--- config.mk ---
export PLATFORM = sky130hd
export DESIGN_NAME = multiword_add_seq_flat
export DESIGN_NICKNAME = d
export VERILOG_FILES = /design/src/rtl/multiword_add_seq_pkg.sv /design/src/rtl/multiword_add_seq_if.sv /design/src/rtl/multiword_add_seq_cla.sv /design/src/rtl/multiword_add_seq.sv /design/src/flat_wrapper.sv
export SDC_FILE = /design/constraint.sdc
export NUM_CORES = 1
export LEC_CHECK = 0
export CAP_MARGIN = 25
export CORE_ASPECT_RATIO = 0.5
export CORE_MARGIN = 8
export CORE_UTILIZATION = 43
export CTS_CLUSTER_DIAMETER = 60
export CTS_CLUSTER_SIZE = 24
export DETAILED_ROUTE_END_ITERATION = 7
export HOLD_SLACK_MARGIN = 0.08
export PLACE_DENSITY = 0.8
export REMOVE_ABC_BUFFERS = 1
export SYNTH_ARGS = -nofsm -noshare
export SYNTH_HDL_FRONTEND = slang
export SYNTH_HIERARCHICAL = 1
export SYNTH_SLANG_ARGS = --single-unit
export TNS_END_PERCENT = 5
--- constraint.sdc ---
create_clock -name clk -period 7.8 [get_ports clk]
set_input_delay 1.17 -clock clk [delete_from_list [all_inputs] [get_ports clk]]
set_output_delay 1.17 -clock clk [all_outputs]
set_load 0.05 [all_outputs]
--- src/rtl/multiword_add_seq_pkg.sv ---
// Shared types and defaults for the sequential multi-word adder.
package add_seq_pkg;

    localparam int DEF_W = 16;
    localparam int DEF_K = 4;

    function automatic int cnt_w(input int k);
        return (k > 1) ? $clog2(k) : 1;
    endfunction

    localparam int CNT_W = cnt_w(DEF_K);

    typedef enum logic [1:0] {IDLE, RUN, DONE} state_t;

endpackage

--- src/rtl/multiword_add_seq_if.sv ---
// Request/result handshake bundle between requester and the sequential adder.
interface multiword_add_seq_if
    import add_seq_pkg::*;
#(
    parameter int W = DEF_W,
    parameter int K = DEF_K
);
    logic             start_valid;
    logic             start_ready;
    logic [W*K-1:0]   x;
    logic [W*K-1:0]   y;
    logic             Cin;
    logic             res_valid;
    logic             res_ready;
    logic [W*K-1:0]   s;
    logic             Cout;
    logic             ovf;
    logic             busy;

    modport master (
        output start_valid, x, y, Cin, res_ready,
        input  start_ready, res_valid, s, Cout, ovf, busy
    );

    modport slave (
        input  start_valid, x, y, Cin, res_ready,
        output start_ready, res_valid, s, Cout, ovf, busy
    );

endinterface

--- src/rtl/multiword_add_seq_cla.sv ---
// N-bit adder slice built from generate/propagate terms.
module cla_Nbit #(
    parameter int N = 16
) (
    input  logic [N-1:0] x,
    input  logic [N-1:0] y,
    input  logic         Cin,
    output logic [N-1:0] s,
    output logic         Cout
);

    logic [N-1:0] g;
    logic [N-1:0] p;

    always_comb begin
        logic cv;
        g  = x & y;
        p  = x ^ y;
        s  = '0;
        cv = Cin;
        // c[i+1] = g[i] | p[i]&c[i]; kept as a variable chain to avoid a self-referencing vector
        for (int unsigned i = 0; i < N; i++) begin
            s[i] = p[i] ^ cv;
            cv   = g[i] | (p[i] & cv);
        end
        Cout = cv;
    end

endmodule

--- src/rtl/multiword_add_seq.sv ---
// Adds two W*K-bit operands over K cycles by reusing one W-bit slice adder.
module multiword_add_seq
    import add_seq_pkg::*;
#(
    parameter int W = DEF_W,
    parameter int K = DEF_K
) (
    input logic               clk,
    input logic               rst_n,
    multiword_add_seq_if.slave bus
);

    localparam int            CW   = cnt_w(K);
    localparam int            MSB  = W*K - 1;
    localparam logic [CW-1:0] LAST = CW'(K - 1);

    state_t          state;
    state_t          state_nx;
    logic [CW-1:0]   cnt;
    logic            carry;
    logic [W*K-1:0]  xr;
    logic [W*K-1:0]  yr;
    logic [W*K-1:0]  s_r;
    logic            cout_r;
    logic            ovf_r;

    logic [W-1:0]    xs;
    logic [W-1:0]    ys;
    logic [W-1:0]    ss;
    logic            sc;
    logic            accept;
    logic            step;

    assign xs = xr[cnt*W +: W];
    assign ys = yr[cnt*W +: W];

    cla_Nbit #(.N(W)) u_slice (
        .x    (xs),
        .y    (ys),
        .Cin  (carry),
        .s    (ss),
        .Cout (sc)
    );

    always_ff @(posedge clk or negedge rst_n) begin
        if (!rst_n) state <= IDLE;
        else        state <= state_nx;
    end

    always_comb begin
        state_nx = state;
        accept   = 1'b0;
        step     = 1'b0;
        case (state)
            IDLE: if (bus.start_valid) begin
                accept   = 1'b1;
                state_nx = RUN;
            end
            RUN: begin
                step = 1'b1;
                if (cnt == LAST) state_nx = DONE;
            end
            DONE: if (bus.res_ready) state_nx = IDLE;
            default: state_nx = IDLE;
        endcase
    end

    always_ff @(posedge clk or negedge rst_n) begin
        if (!rst_n) begin
            cnt    <= '0;
            carry  <= 1'b0;
            xr     <= '0;
            yr     <= '0;
            s_r    <= '0;
            cout_r <= 1'b0;
            ovf_r  <= 1'b0;
        end else if (accept) begin
            xr    <= bus.x;
            yr    <= bus.y;
            carry <= bus.Cin;
            cnt   <= '0;
        end else if (step) begin
            s_r[cnt*W +: W] <= ss;
            carry           <= sc;
            cnt             <= cnt + 1'b1;
            if (cnt == LAST) begin
                cnt    <= '0;
                cout_r <= sc;
                ovf_r  <= (xr[MSB] == yr[MSB]) && (ss[W-1] != xr[MSB]);
            end
        end
    end

    assign bus.start_ready = (state == IDLE);
    assign bus.res_valid   = (state == DONE);
    assign bus.busy        = (state != IDLE);
    assign bus.s           = s_r;
    assign bus.Cout        = cout_r;
    assign bus.ovf         = ovf_r;

endmodule

--- src/flat_wrapper.sv ---
// flat-port wrapper written by rule: the top's interface ports become plain ports
module multiword_add_seq_flat import add_seq_pkg::*;
#(
    parameter int W = DEF_W,
    parameter int K = DEF_K
)
  (clk, rst_n, bus_start_valid, bus_x, bus_y, bus_Cin, bus_res_ready, bus_start_ready, bus_res_valid, bus_s, bus_Cout, bus_ovf, bus_busy);
  multiword_add_seq_if #(.W(W), .K(K)) bus_i ();
  input logic clk;
  input logic rst_n;
  input wire logic [$bits(bus_i.start_valid)-1:0] bus_start_valid;
  input wire logic [$bits(bus_i.x)-1:0] bus_x;
  input wire logic [$bits(bus_i.y)-1:0] bus_y;
  input wire logic [$bits(bus_i.Cin)-1:0] bus_Cin;
  input wire logic [$bits(bus_i.res_ready)-1:0] bus_res_ready;
  output wire logic [$bits(bus_i.start_ready)-1:0] bus_start_ready;
  output wire logic [$bits(bus_i.res_valid)-1:0] bus_res_valid;
  output wire logic [$bits(bus_i.s)-1:0] bus_s;
  output wire logic [$bits(bus_i.Cout)-1:0] bus_Cout;
  output wire logic [$bits(bus_i.ovf)-1:0] bus_ovf;
  output wire logic [$bits(bus_i.busy)-1:0] bus_busy;
  assign bus_i.start_valid = bus_start_valid;
  assign bus_i.x = bus_x;
  assign bus_i.y = bus_y;
  assign bus_i.Cin = bus_Cin;
  assign bus_i.res_ready = bus_res_ready;
  assign bus_start_ready = bus_i.start_ready;
  assign bus_res_valid = bus_i.res_valid;
  assign bus_s = bus_i.s;
  assign bus_Cout = bus_i.Cout;
  assign bus_ovf = bus_i.ovf;
  assign bus_busy = bus_i.busy;
  multiword_add_seq #(.W(W), .K(K)) u_core (.clk(clk), .rst_n(rst_n), .bus(bus_i));
endmodule
==> metrics <==
status=finished clean; reg-to-reg endpoint=u_core/bus.ovf; antenna-violating nets left=0; Post-Route WL=24,900 um; Multi-input gate area=0.00346 mm^2; Hold Crit Class=flip-flop to flip-flop; Starting Density=0.442; fraction of layout cells with a size suffix above 1=0.0963; CTS root buf=clkbuf_16; CP required=8.11 ns; critical-path cell list=mux4_2 -> inv_1 -> fa_1 -> inv_1 -> fa_2 -> fa_2 -> fa_1 -> fa_2 -> fa_2 -> fa_2 -> fa_2 -> fa_1 -> fa_1 -> fa_1 -> fa_1 -> fa_2 -> fa_2 -> fa_2 -> inv_1 -> fa_1 -> inv_1 -> o22ai_1 -> mux2_2; RR Startpoint=u_core/cnt[0]; Core ar.=0.0196 mm^2; HP Start=u_core/xr[44]; Crit Path Max Fanout=3; final count of hold timing violations=0; area occupied by registers=0.00498 mm^2; CTS Buffer Depth=2; synthesized area=0.00868 mm^2; CP peak stage delay=0.49 ns; fin crit share=0.975; dpl cell area=0.0110 mm^2; Synth Register Bits=199; crit path time final=7.61 ns; hpwl dp=18,100 um; clk slew on worst S/H paths=0.07 ns; f_max=0.131 GHz; Lkg Pwr=5.51 nW; vias=6,747; Max Cap Viol=0; Startpoint Class=flip-flop; Final nets=1,170; gr ovfl total=0; sequential area share after synthesis=0.574; IO Pins=202; Final Slew Violations=0; clock latency on the worst-skew pair=0.43 ns; Syn-to-layout area delta=33.5%; RSZ-0062 raised after global routing=false; CP arrival=7.92 ns; Peak VDD IR=0.237 mV; setup violators final=0; vias in the first global route=7,223; Via-to-Cell Ratio=5.21; final instance area=0.0116 mm^2; critical path class=flip-flop to flip-flop; first-pass GRT wire length=38,800 um; FF-to-FF setup slack=0.19 ns; htree depth=4; Die X=217 um; WL/cell=19.2 um; Syn Inst Count=828; CTS tree=built; DRT Pass-1 Iters=5; DIE AREA=0.0253 mm^2; Filler Cell Count=1,618; antenna cells=0; worst hold path cell count=2; YS warnings=6; row count=36; Placer Congestion=0.836; drt initial violations=445; slowest CP cell=mux4_2; Slew HR=0.368; number of distinct library cells after synthesis=27; pre-CTS setup slack=-0.231 ns; Setup crit end kind=flip-flop; PwrDens=472 mW/mm^2; All-Layer GR Usage=0.196; Least-Margin Pin Slew=0.947 ns; most used cell, CP=fa_2; initial antenna violation count=0; DRC viols=0; clk sink count=199; worst setup margin=0.192 ns; Hold-fix buffers, CTS=0; syn avg cell area=10.5 um^2; die height=116 um; Final TNS setup=0 ns; Num CTS Buffers=17; clock skew=0.0140 ns; largest net degree at the start of global routing=119; I/O Buffers=201; Post CTS Setup Buffer Count=0; reg2reg path depth=23; WHS Endpoint=u_core/xr[44]
-- synth_stat cells (all sizes together) --
master  number  area [um^2]
clkbuf      20         75.1
or2          1         6.26
mux2         2         22.5
nor4bb       1         10.0
o31ai        2         15.0
o21ai       18         90.1
dfrtp      199         4980
o22ai        1         6.26
fa          16          320
nor3b        2         15.0
a22o        48          420
nor4         2         42.5
nand3b       2         18.8
nand2      423         1590
and4b        1         10.0
and2b        1         7.51
mux4        32          721
ha           6         75.1
nand2b       4         25.0
buf         29          153
inv         14         52.6
or3b         1         8.76
a22oi        1         7.51
nand3        2         10.0
-- worst max-delay path by stage --
stage / startpoint / endpoint / slack (ns) / depth (start not counted)
2_1_floorplan: u_core/cnt[0] / u_core/bus.ovf / -1.01 / 23
3_3_place_gp: u_core/cnt[0] / u_core/bus.ovf / -0.12 / 23
3_5_place_dp: u_core/cnt[0] / u_core/bus.s[31] / -0.23 / 24
4_1_cts: u_core/cnt[0] / u_core/bus.ovf / 0.04 / 23
5_1_grt: u_core/cnt[0] / u_core/bus.ovf / 0.005 / 24
6_report: u_core/cnt[0] / u_core/bus.ovf / 0.19 / 23
-- layer usage --
layer	global-route usage	part of all wire	up-vias
li1	-	-	3074
met3	0.0375	0.042	42
met5	0	0	-
met4	0.0744	0.027	0
met2	0.355	0.53	215
met1	0.233	0.40	3416
-- cells in the final DEF, fill, tap and decap left out, drive strengths merged --
| cell | count |
|---|---|
| nand3 | 2 |
| ha | 6 |
| dfrtp | 199 |
| mux4 | 32 |
| a22o | 48 |
| buf | 16 |
| nor3b | 2 |
| nand2 | 423 |
| or2 | 1 |
| nand2b | 4 |
| clkinv | 3 |
| inv | 24 |
| o21ai | 18 |
| and4b | 1 |
| clkbuf | 20 |
| o31ai | 2 |
| o22ai | 1 |
| a22oi | 1 |
| fa | 16 |
| or3b | 1 |
| clkdlybuf4s50 | 200 |
| nor4bb | 1 |
| nor4 | 2 |
| mux2 | 2 |
| and2b | 1 |
| nand3b | 2 |
-- metrics by stage --
| stage | hold slack (ns) | total power, mW | utilization | instances |
|---|---|---|---|---|
| detailed placement | 0.457 | 4.56 | 0.559 | 1261 |
| global placement | 0.454 | 4.42 | 0.555 | 1257 |
| CTS | 0.476 | 5.46 | 0.588 | 1293 |
| finish | 0.474 | 5.47 | 0.590 | 1294 |
| floorplan | 0.440 | 3.60 | - | 779 |
| global route | 0.493 | 5.80 | 0.590 | 1294 |
-- layout make-up --
type,count,share of cell area
Sequential cell,199,0.430
Multi-Input combinational cell,566,0.299
Timing Repair Buffer,217,0.189
Clock buffer,19,0.0374
Tap cell,266,0.0287
Clock inverter,13,0.0112
Inverter,14,0.00454
-- repair_timing --
action                     CTS  global route
resized for setup            6             4
pin swaps                    0             2
setup endpoints to repair    5             5
-- power breakdown --
part           switching (mW)  internal [mW]  leakage, nW
sequential              0.256           1.47         2.55
combinational            1.75           1.15         2.68
clock                   0.415          0.427        0.278
total                    2.42           3.05         5.51
-- state kept, by name, indices dropped and copies added (netlist names) --
signal / count
u_core/cnt: 2
u_core/state: 2
u_core/bus.s: 64
u_core/yr: 64
u_core/xr: 64
u_core/bus.Cout: 1
u_core/bus.ovf: 1
u_core/carry: 1
-- cell families (layout without fill, tap and decap cells) --
| logic type | Yosys count | after routing | share of synthesized area |
|---|---|---|---|
| simple gates | 440 | 440 | 0.201 |
| buf+inv | 63 | 263 | 0.0323 |
| compound gates | 70 | 70 | 0.0621 |
| flops | 199 | 199 | 0.574 |
| mux | 34 | 34 | 0.0856 |
| fa+ha+maj | 22 | 22 | 0.0456 |
-- critical path: cells and delay by family, from the launching register on --
family | cells | cell delay, ns
fa+ha+maj | 16 | 5.93
mux | 2 | 0.75
flops | 1 | 0.40
buf+inv | 4 | 0.34
compound gates | 1 | 0.08
No activity file was read; power rests on OpenSTA's default activity.
